**config.mk**
```make
export PLATFORM = sky130hd
export DESIGN_NAME = mcu_packet_reader
export DESIGN_NICKNAME = d
export VERILOG_FILES = /design/src/rtl/mcu_packet_reader.sv
export SDC_FILE = /design/constraint.sdc
export NUM_CORES = 1
export LEC_CHECK = 0
export ABC_AREA = 1
export BUFFER_PORTS_ARGS = -buffer_cell sky130_fd_sc_hd__clkbuf_2
export CORE_MARGIN = 1.5
export CORE_UTILIZATION = 35
export DETAILED_ROUTE_END_ITERATION = 7
export PLACE_DENSITY = 0.59
export REMOVE_ABC_BUFFERS = 1
export SETUP_SLACK_MARGIN = 0.2
export SKIP_LAST_GASP = 1
export SLEW_MARGIN = 40
export SYNTH_ARGS = -nofsm -noshare
export SYNTH_HDL_FRONTEND = slang
export SYNTH_SLANG_ARGS = --single-unit
```
**constraint.sdc**
```tcl
create_clock -name clk -period 1.8 [get_ports clk]
set_input_delay 0.27 -clock clk [delete_from_list [all_inputs] [get_ports clk]]
set_output_delay 0.27 -clock clk [all_outputs]
set_load 0.01 [all_outputs]
```
**src/rtl/mcu_packet_reader.sv**
```systemverilog
// mcu_packet_reader: mode-0 SPI master that reads one 16-byte sensor packet and unpacks
// the quaternion and gyro fields, keeping the last packet whose header byte was good.
module mcu_packet_reader #(
  parameter int          CLK_DIV  = 2,
  parameter int          CS_SETUP = 2,
  parameter int          CS_HOLD  = 2,
  parameter logic [7:0]  HEADER   = 8'hAA
) (
  input  logic               clk,
  input  logic               fpga_rst_n,
  input  logic               start,
  output logic               busy,
  output logic               done,
  output logic               hdr_error,
  output logic               sck,
  output logic               cs_n,
  output logic               mosi,
  input  logic               miso,
  output logic               quat_valid,
  output logic               gyro_valid,
  output logic signed [15:0] quat_w,
  output logic signed [15:0] quat_x,
  output logic signed [15:0] quat_y,
  output logic signed [15:0] quat_z,
  output logic signed [15:0] gyro_x,
  output logic signed [15:0] gyro_y,
  output logic signed [15:0] gyro_z,
  output logic        [15:0] pkt_count
);
  typedef enum logic [2:0] {IDLE, SETUP, LOW, HIGH, HOLD, DONE} state_t;
  localparam logic [15:0] DIV_L   = 16'(CLK_DIV - 1);
  localparam logic [15:0] SETUP_L = 16'(CS_SETUP - 1);
  localparam logic [15:0] HOLD_L  = 16'(CS_HOLD - 1);
  state_t        state;
  logic [15:0]   cnt;
  logic [6:0]    bit_cnt;
  logic [127:0]  sr;
  assign mosi = 1'b0;
  always_ff @(posedge clk or negedge fpga_rst_n)
    if (!fpga_rst_n) begin
      state      <= IDLE;
      cnt        <= '0;
      bit_cnt    <= '0;
      sr         <= '0;
      busy       <= 1'b0;
      done       <= 1'b0;
      hdr_error  <= 1'b0;
      sck        <= 1'b0;
      cs_n       <= 1'b1;
      quat_valid <= 1'b0;
      gyro_valid <= 1'b0;
      quat_w     <= '0;
      quat_x     <= '0;
      quat_y     <= '0;
      quat_z     <= '0;
      gyro_x     <= '0;
      gyro_y     <= '0;
      gyro_z     <= '0;
      pkt_count  <= '0;
    end else begin
      done      <= 1'b0;
      hdr_error <= 1'b0;
      case (state)
        IDLE:
          if (start) begin
            state <= SETUP;
            cs_n  <= 1'b0;
            busy  <= 1'b1;
            cnt   <= '0;
          end
        SETUP:
          if (cnt == SETUP_L) begin
            state <= LOW;
            cnt   <= '0;
          end else cnt <= cnt + 16'd1;
        LOW:
          if (cnt == DIV_L) begin
            state <= HIGH;
            sck   <= 1'b1;
            cnt   <= '0;
          end else cnt <= cnt + 16'd1;
        HIGH:
          if (cnt == DIV_L) begin
            sr      <= {sr[126:0], miso};
            bit_cnt <= bit_cnt + 7'd1;
            sck     <= 1'b0;
            cnt     <= '0;
            state   <= (bit_cnt == 7'd127) ? HOLD : LOW;
          end else cnt <= cnt + 16'd1;
        HOLD:
          if (cnt == HOLD_L) begin
            state <= DONE;
            cs_n  <= 1'b1;
            done  <= 1'b1;
            cnt   <= '0;
            if (sr[127:120] == HEADER) begin
              gyro_valid <= sr[113];
              quat_valid <= sr[112];
              quat_w     <= sr[111:96];
              quat_x     <= sr[95:80];
              quat_y     <= sr[79:64];
              quat_z     <= sr[63:48];
              gyro_x     <= sr[47:32];
              gyro_y     <= sr[31:16];
              gyro_z     <= sr[15:0];
              pkt_count  <= pkt_count + 16'd1;
            end else hdr_error <= 1'b1;
          end else cnt <= cnt + 16'd1;
        DONE:
          // a held start chains straight into the next packet so cs_n is high for DONE only
          if (start) begin
            state <= SETUP;
            cs_n  <= 1'b0;
          end else begin
            state <= IDLE;
            busy  <= 1'b0;
          end
        default: state <= IDLE;
      endcase
    end
endmodule
```
==> run summary, run 1 <==
The critical path is of the register to register type. The count of clock tree sinks is between 200 and 300. The worst IR drop on VDD is between 700 and 800 uV. The number of cells in the design after placement came out at roughly 2000. At the worst endpoint, the arrival time is around 2.3 ns. The die footprint is roughly 35000 sq um. Dividing the detail-routed wire length by the instance count gives 17.0 um.

Of the available clock period, the critical path in the final layout requires 1.03. The total DRC errors in the routed layout came out at 0. The share of total power dissipated in combinational logic is 0.190. The largest clock skew in the final design is approximately 0.0096 ns.

For this run, the top clock speed supported by timing is 0.541 GHz. Of the total power, the clock network draws 0.393. The number of library cell types mapped by synthesis came out at 24. The top-level I/O count is 140. The area of the core came out at around 34000 sq um. Compared with the post-synthesis result, the final layout area differs by 43.5%. Setup repair after global routing could not meet its margin everywhere. Traced cell by cell, the critical path runs through inv_2 > ha_4 > nand2_4 > nor2_4 > buf_6 > nand4_1 > buf_6 > clkbuf_16 > clkbuf_16 > nand2_1 > nand2_1. In this run the number of H-tree levels came out at 1. The height of the chip is around 190 um. The count of warnings emitted by yosys came out at 0. The gate count of the mapped netlist came out at around 1400.

The area of the mapped netlist is approximately 12000 sq um. The via count of the first global-routing pass is 9564. The synthesized flop and latch total is between 200 and 300. After the last flow step, the layout net total stands at 1681. The internal power summed over all cells is about 12 mW.

The first global-routing pass estimated about 50000 um of wire. The time the final worst path needs with I/O delays and setup came out at between 1.5 and 2 ns. The register area share after synthesis came out at 0.607.

The die width came out at around 190 um. Excluding fillers, the count of instances in the completed layout stands at 2142. In this run the core area contains 67 standard-cell rows. The number of antenna violations at the first check in global routing came out at 0.

In this design, the stage delay of the slowest critical-path cell is approximately 0.42 ns. The number of buffers created by CTS came out at 31. The post-route antenna net violation count came out at 0. The critical path buffer and inverter count came out at 5. In this run the worst hold path is classified as primary input to async pin.

More flip-flops sit in one register than any other, and that register is sr. The placed instances occupy a cell area of about 13000 sq um. In the final layout, the share of cells above drive strength 1 is 0.345. The pin count of the biggest net entering global routing came out at between 70 and 80.

The total wirelength of the detailed-routed design is 36400 um. The final setup slack of the worst path is -0.0477 ns. The run finished, with violations left. The number of inserted diodes came out at 0. The number of buffers inserted by port buffering is 138.

The clock input transition at the sequential cells of the worst setup and hold paths is around 0.070 ns. The effective utilization at floorplan is 0.355. Of the total power, registers draw 0.417. The fraction of power spent switching nets came out at 0.278. The HPWL after detailed placement came out at ~18000 um. Broken down by cell family, the worst path's largest delay share belongs to buffers and inverters. The finished layout cell area is about 17000 sq um. Clock tree synthesis selected as its root buffer the cell sky130_fd_sc_hd__clkbuf_16.

The per-instance average area after synthesis came out at approximately 8.3 sq um. The number of max-slew violations in the final report is 0. In this run the power spent charging and discharging nets is 4.61 mW. The final count of hold timing violations is 0. Setup violations remaining at the end of the flow were counted as 45.

The via count is 10200. The first-pass iteration count of the detailed router came out at 5. The number of max-capacitance violations reported is 0. The via count normalized by instance count came out at between 4 and 5. The static power due to leakage is 9.17 nW.

The worst setup path is launched from a register. The clock insertion delay at the later pin of the skew report came out at about 0.56 ns. Routability-driven placement finished with a final weighted congestion of around 0.84. The checks that failed: setup timing. The worst setup path is captured at a register. The maximum clock path buffer count came out at 3. TritonCTS built the clock tree.

The slowest stage of the critical path is the sky130_fd_sc_hd__dfrtp_1 cell. The flip-flop count of the largest register after layout is 128. The required time of the critical path came out at between 2 and 2.5 ns. In this run, the number of DRC markers left after iteration 0 of detailed routing was 681. For this run the aggregate overflow at the end of global routing stands at 0. The cell area power density is a little under 1000 nW/um^2. The aggregate global-route resource usage came out at 0.172. Of all nets on the critical path, the largest fanout is 8.
==> per-layer routing <==
layer	GRT usage	part of all wire	up-vias
met2	0.279	0.48	275
li1	-	-	4878
met5	0	0	-
met4	0.0305	0.022	0
met3	0.0213	0.049	62
met1	0.250	0.45	5030
==> placed cells by master (no fill, tap or decap), types with 2 or more instances in the layout <==
cell type | netlist | layout
sky130_fd_sc_hd__nand2_2 | 0 | 172
sky130_fd_sc_hd__buf_12 | 0 | 20
sky130_fd_sc_hd__o21ai_0 | 27 | 21
sky130_fd_sc_hd__a21oi_1 | 3 | 3
sky130_fd_sc_hd__inv_2 | 3 | 2
sky130_fd_sc_hd__clkbuf_1 | 8 | 7
sky130_fd_sc_hd__clkbuf_8 | 0 | 8
sky130_fd_sc_hd__inv_1 | 42 | 41
sky130_fd_sc_hd__nor3_1 | 2 | 2
sky130_fd_sc_hd__o21ai_2 | 0 | 4
sky130_fd_sc_hd__nor2_4 | 0 | 5
sky130_fd_sc_hd__nand3_1 | 34 | 31
sky130_fd_sc_hd__dlygate4sd3_1 | 0 | 3
sky130_fd_sc_hd__nor2_1 | 49 | 40
sky130_fd_sc_hd__xnor2_1 | 7 | 6
sky130_fd_sc_hd__ha_4 | 0 | 2
sky130_fd_sc_hd__buf_4 | 21 | 35
sky130_fd_sc_hd__o21ai_1 | 1 | 3
sky130_fd_sc_hd__nand3_2 | 0 | 2
sky130_fd_sc_hd__dfrtp_1 | 288 | 288
sky130_fd_sc_hd__clkinv_2 | 0 | 4
sky130_fd_sc_hd__buf_16 | 0 | 14
sky130_fd_sc_hd__nand2_4 | 0 | 82
sky130_fd_sc_hd__buf_8 | 0 | 12
sky130_fd_sc_hd__nand2_1 | 894 | 640
sky130_fd_sc_hd__clkbuf_16 | 0 | 58
sky130_fd_sc_hd__bufinv_16 | 0 | 3
sky130_fd_sc_hd__ha_1 | 4 | 2
sky130_fd_sc_hd__buf_6 | 0 | 7
sky130_fd_sc_hd__clkbuf_2 | 0 | 137
sky130_fd_sc_hd__inv_6 | 0 | 2
sky130_fd_sc_hd__nand4_1 | 12 | 12
sky130_fd_sc_hd__nor2_2 | 5 | 9
sky130_fd_sc_hd__xor2_1 | 6 | 6
==> final timing paths <==
path	start	end	slack (ns)	cells after the start
max in group asynchronous	fpga_rst_n	cs_n	0.91	3
min reg2reg	quat_z[2]	quat_z[2]	0.48	2
min	fpga_rst_n	quat_x[10]	0.16	2
max reg2reg	cnt[1]	gyro_x[13]	-0.05	11
max	cnt[1]	gyro_x[13]	-0.05	11
min in group clk	quat_z[2]	quat_z[2]	0.48	2
==> stage by stage <==
| step | setup WS (ns) | setup TNS, ns | util | hold slack [ns] | total power, mW |
|---|---|---|---|---|---|
| detailed placement | 0.0228 | 0 | 0.399 | 0.146 | 8.63 |
| global placement | 0.0411 | 0 | 0.399 | 0.148 | 8.60 |
| finish | -0.0477 | -0.548 | 0.510 | 0.165 | 16.6 |
| CTS | 0.102 | 0 | 0.447 | 0.152 | 15.5 |
| floorplan | -2.37 | -563.05 | - | -0.0256 | 7.82 |
| global route | -0.122 | -9.38 | 0.510 | 0.175 | 17.2 |
==> cell families after synthesis <==
| logic type | after synthesis | share of synthesized area |
|---|---|---|
| other | 1 | 0.000315 |
| and+or+nand+nor | 997 | 0.322 |
| xor gates and xnor gates | 13 | 0.00956 |
| AOI/OAI and AO/OA | 34 | 0.0148 |
| buffers and inverters | 103 | 0.0421 |
| DFF | 289 | 0.607 |
| adders and majority gates | 4 | 0.00420 |
==> timing repair <==
item,4_1_cts,5_1_grt
gates resized for setup,38,387
endpoints found under the setup margin,261,279
hold endpoints to repair,291,0
buffers inserted,15,7
hold buffers,3,0
pin swaps,5,161
cloned,9,40
==> cell usage after synthesis <==
cell | count | area share
sky130_fd_sc_hd__o211ai_1 | 1 | 0.00063
sky130_fd_sc_hd__nand3_1 | 34 | 0.014
sky130_fd_sc_hd__dfrtp_1 | 288 | 0.60
sky130_fd_sc_hd__o21bai_1 | 1 | 0.00063
sky130_fd_sc_hd__inv_2 | 3 | 0.00095
sky130_fd_sc_hd__nand4_1 | 12 | 0.0063
sky130_fd_sc_hd__xnor2_1 | 7 | 0.0051
sky130_fd_sc_hd__o22ai_1 | 1 | 0.00053
sky130_fd_sc_hd__o21ai_1 | 1 | 0.00042
sky130_fd_sc_hd__inv_1 | 42 | 0.013
sky130_fd_sc_hd__nor2_2 | 5 | 0.0026
sky130_fd_sc_hd__nand2_1 | 894 | 0.28
sky130_fd_sc_hd__buf_2 | 29 | 0.012
sky130_fd_sc_hd__ha_1 | 4 | 0.0042
sky130_fd_sc_hd__o21ai_0 | 27 | 0.011
sky130_fd_sc_hd__nor2_1 | 49 | 0.015
sky130_fd_sc_hd__conb_1 | 1 | 0.00031
sky130_fd_sc_hd__a21oi_1 | 3 | 0.0013
sky130_fd_sc_hd__nor3_1 | 2 | 0.00084
sky130_fd_sc_hd__xor2_1 | 6 | 0.0044
sky130_fd_sc_hd__clkbuf_1 | 8 | 0.0025
sky130_fd_sc_hd__dfstp_2 | 1 | 0.0022
sky130_fd_sc_hd__nand3b_1 | 1 | 0.00063
sky130_fd_sc_hd__buf_4 | 21 | 0.013
==> layout make-up <==
class / count / area, sq um
Clock buffer: 46 / 912
Clock inverter: 8 / 119
Fill cell: 3097 / 16400
Inverter: 45 / 186
Multi-Input combinational cell: 1049 / 5340
Sequential cell: 289 / 7230
Tap cell: 448 / 561
Timing Repair Buffer: 256 / 2730
Timing Repair inverter: 1 / 8.76
==> power groups by stage <==
stage	combinational, mW	sequential [mW]	clock [mW]
floorplan	0.855	6.96	0
global placement	1.62	6.98	0
detailed placement	1.65	6.98	0
CTS	2.00	6.86	6.62
global route	3.39	6.94	6.90
finish	3.15	6.91	6.52
(Power assumes the default switching activity.)
==> inputs of run 2 (changes only) <==
- ABC_AREA: 1 -> default
- PLACE_DENSITY: 0.59 -> 0.6
==> run summary, run 2 <==
The clock input transition at the sequential cells of the worst setup and hold paths came out at 0.06 ns (was 0.07 ns). The global placer's final weighted congestion is 0.787 (was 0.836). The largest clock skew in the final design is 0.0116 ns (was 0.00959 ns).

The cell area power density is 1110 nW/um^2 (was 970 nW/um^2). The slack of the worst reg-to-reg path came to -0.33 ns (was -0.05 ns). The number of max-capacitance violations reported came out at 0 (unchanged). For the pin with the worst max-slew slack, the measured transition is approximately 0.56 ns. The average detailed-routed wire length per instance is 17.2 um (was 17.0 um). The number of max-slew violations in the final report is 0 (unchanged). The fraction of layout instances using a drive strength above 1 is 0.555 (was 0.345). The area of the mapped netlist is 11400 sq um (was 11900 sq um). The main flop type after synthesis is sky130_fd_sc_hd__dfrtp_1 (unchanged). The count of clock tree sinks came out at 289 (unchanged). Area contributors post-synth: sky130_fd_sc_hd__dfrtp_1 (63%), sky130_fd_sc_hd__mux2_2 (20%), sky130_fd_sc_hd__mux2_1 (4.0%), sky130_fd_sc_hd__xor2_1 (1.8%), sky130_fd_sc_hd__nand4_1 (0.82%) (was sky130_fd_sc_hd__dfrtp_1 (60%), sky130_fd_sc_hd__nand2_1 (28%), sky130_fd_sc_hd__nor2_1 (1.5%), sky130_fd_sc_hd__nand3_1 (1.4%), sky130_fd_sc_hd__buf_4 (1.3%)). The worst-path maximum fanout is 6 (was 8). The clock insertion delay at the later pin of the skew report is 0.51 ns (was 0.56 ns). The met3 wire length was 1470 um (was 1790 um). The number of library cell types mapped by synthesis came out at 44 (was 24).

The number of buffers created by CTS came out at 34 (was 31). The number of buffers inserted by port buffering came out at 138 (unchanged). The via count of the first global-routing pass is 7339 (was 9564). The top cell type by total area after synthesis is sky130_fd_sc_hd__dfrtp_1 (unchanged). The initial detailed-routing violation count is 282 (was 681). The synthesized flop and latch total is 289 (unchanged). In this run the tightest slew margin relative to its limit is 0.626.

The finished layout cell area is 16200 sq um (was 17100 sq um). The total wirelength of the detailed-routed design came out at 25600 um (was 36400 um). The wire length of the first global-routing pass came out at 38800 um (was 49800 um). The pin count of the biggest net entering global routing came out at 71 (was 77). The number of fill cells came to 2734 (was 3097). The worst min-delay path category was primary input to register (was primary input to async pin). The CTS tree is yes (unchanged). The worst hold path begins at start. The height of the chip is 183 um (was 187 um). The total met2 wirelength after detailed routing is 12000 um (was 17500 um). Violated checks: setup timing (unchanged).

The first-pass iteration count of the detailed router is 4 (was 5). The post-place instance area was 13300 sq um (was 13400 sq um). The gate count of the mapped netlist is 754 (was 1441). The final worst hold slack came out at 0.130 ns (was 0.165 ns). For hold timing, the worst endpoint is busy.

The beginning of the worst register-to-register path is cnt[11] (was cnt[1]). The time the final worst path needs with I/O delays and setup is 2.13 ns (was 1.85 ns). The count of final setup violators is 268 (was 45). The number of levels the H-tree was split into is 2 (was 1). The maximum clock path buffer count came to 3 (unchanged).

The share of flip-flops with an asynchronous set or reset came out at 1.00 (unchanged). The effective utilization at floorplan came to 0.358 (was 0.355). The aggregate global-route resource usage is 0.143 (was 0.172). The most instantiated library cell after synthesis is sky130_fd_sc_hd__dfrtp_1 (was sky130_fd_sc_hd__nand2_1). The top cell type's share of synthesized area came out at 0.633 (was 0.605). The final setup slack of the worst path is -0.330 ns (was -0.0477 ns).

The count of warnings emitted by yosys is 0 (unchanged). The final count of hold timing violations is 0 (unchanged). The static power due to leakage came out at 8.36 nW (was 9.17 nW). The die width is 183 um (was 187 um). The post-route antenna net violation count was 0 (unchanged). The multi-input gate area in the final layout came to 4890 sq um (was 5340 sq um).

The number of cell rows is 65 (was 67). Status: finished with violations (unchanged). The data arrival time of the critical path is 2.51 ns (was 2.29 ns).

The required time of the critical path came out at 2.18 ns (was 2.25 ns). The setup slack after placement is -0.354 ns (was 0.0228 ns). The worst IR drop on VDD is 727 uV (was 772 uV). The number of cells on the worst reg-to-reg path is 10 (was 11). The register area share after synthesis is 0.635 (was 0.607). The number of enable flip-flop cells after synthesis came out at 0 (unchanged).

The via count was 7140 (was 10200). The per-instance average area after synthesis is 15.1 sq um (was 8.27 sq um). The leading cell type in the layout, fill and taps excluded is sky130_fd_sc_hd__dfrtp_1 (was sky130_fd_sc_hd__nand2_1). The total congestion overflow after global routing is 0 (unchanged). Most frequent cells after synthesis: sky130_fd_sc_hd__dfrtp_1 (288), sky130_fd_sc_hd__mux2_2 (204), sky130_fd_sc_hd__mux2_1 (40) (was sky130_fd_sc_hd__nand2_1 (894), sky130_fd_sc_hd__dfrtp_1 (288), sky130_fd_sc_hd__nor2_1 (49)).

The area of the core came out at 31800 sq um (was 33500 sq um). The top metal layer carrying routed signals is met4 (unchanged). The area growth from synthesis to layout was 42.6% (was 43.5%). The classification of the worst setup path is register to register (unchanged). Leading cell types in the layout, fill and taps excluded: sky130_fd_sc_hd__dfrtp_1 (287), sky130_fd_sc_hd__mux2_4 (137), sky130_fd_sc_hd__clkbuf_2 (137) (was sky130_fd_sc_hd__nand2_1 (640), sky130_fd_sc_hd__dfrtp_1 (288), sky130_fd_sc_hd__nand2_2 (172)). The number of antenna violations at the first check in global routing came to 0 (unchanged). The HPWL after detailed placement came out at 14700 um (was 17600 um).

The footprint of the flip-flops and latches came out at 7230 sq um (about the same). The flip-flop count of the largest register after layout came out at 128 (unchanged). The number of inserted diodes came out at 0 (unchanged). The kind of end point of the critical path was a register (unchanged). The largest register by flop count was sr (unchanged). The endpoint of the lowest-slack register-to-register path is sr[27] (was gyro_x[13]). The root cell of the clock tree is sky130_fd_sc_hd__clkbuf_16 (unchanged). The category of the worst setup path launch point is a register (unchanged). RSZ-0062 raised after global routing: yes (unchanged). The met1 wire length is 11700 um (was 16300 um).

The final period utilization is 1.18 (was 1.03). The highest achievable clock rate was 0.469 GHz (was 0.541 GHz). The via count normalized by instance count came to 4.79 (was 4.78). The top-level I/O count is 140 (unchanged). The final-stage net count is 1039 (was 1681). The worst hold path was traced through 4 stages. The die footprint came to 33600 sq um (was 35200 sq um). The total DRC errors in the routed layout came out at 0 (unchanged).
## run 2: changes by cell type in the layout (fill, tap and decap cells not counted), sizes merged, moves of 18 or more
cell	change
nor2	-47
nand3	-19
mux2	+244
inv	-33
xor2	+18
nand2	-877
buf	+38
## run 2: logic make-up after synthesis
kind of cell | count (synthesis) | synth area share
buffers and inverters | 45 | 0.0225
AO/OA/AOI/OAI | 34 | 0.0187
multiplexers | 245 | 0.242
flip-flops | 289 | 0.635
other | 1 | 0.000329
AND/OR/NAND/NOR | 110 | 0.0566
XOR/XNOR | 26 | 0.0200
adder cells (fa/ha/maj) | 4 | 0.00440
## run 2: how the worst max path moves through the flow
stage	from	endpoint	slack, ns	cells after the start
final	cnt[11]	sr[27]	-0.33	10
after global placement	cnt[6]	quat_z[3]	-0.34	7
after floorplan	cnt[1]	bit_cnt[1]	-5.80	6
after global routing	cnt[5]	quat_z[6]	-0.44	7
after detailed placement	cnt[6]	quat_x[3]	-0.35	7
after CTS	cnt[11]	quat_z[9]	-0.29	8
## run 2: timing repair
item                                    CTS  global route
endpoints found under the hold margin    87             0
resized for setup                        91           182
endpoints found under the setup margin  287           288
buffers inserted                         23            14
gates cloned                              4            11
hold buffers                              2             0
pin swaps                                32            32
## run 2: metal layers
| layer | vias to the layer above | GRT usage |
|---|---|---|
| met1 | 3702 | 0.187 |
| met2 | 144 | 0.231 |
| met5 | - | 0 |
| li1 | 3259 | - |
| met3 | 35 | 0.0457 |
| met4 | 0 | 0.0380 |
## run 2: stage by stage
step	cells	util	TNS (ns)	power, mW
after global routing	1491	0.511	-100.20	18.8
final	1491	0.511	-70.26	18.0
after global placement	1376	0.417	-71.43	9.19
after detailed placement	1376	0.417	-72.44	9.21
after CTS	1466	0.476	-58.89	16.9
after floorplan	720	-	-1297.80	7.98
## run 2: cell type report
cell class	instances	share of cell area
Inverter	11	0.00254
Clock buffer	50	0.0623
Multi-Input combinational cell	420	0.301
Timing Repair Buffer	275	0.148
Sequential cell	289	0.445
Clock inverter	11	0.00701
Tap cell	435	0.0335
## run 2: worst max-delay path, cell delays in order (launching register included)
cell	delay, ns
sky130_fd_sc_hd__dfrtp_1	0.39
sky130_fd_sc_hd__nor4_2	0.26
sky130_fd_sc_hd__buf_4	0.16
sky130_fd_sc_hd__nand4_1	0.12
sky130_fd_sc_hd__buf_6	0.17
sky130_fd_sc_hd__nor2_4	0.10
sky130_fd_sc_hd__buf_6	0.13
sky130_fd_sc_hd__buf_8	0.11
sky130_fd_sc_hd__buf_12	0.13
sky130_fd_sc_hd__buf_16	0.13
sky130_fd_sc_hd__mux2_4	0.30
## run 2: where the power goes
group | switching [mW] | internal, mW
Clock | 2.66 | 4.19
Sequential | 0.198 | 6.70
Combinational | 1.95 | 2.31
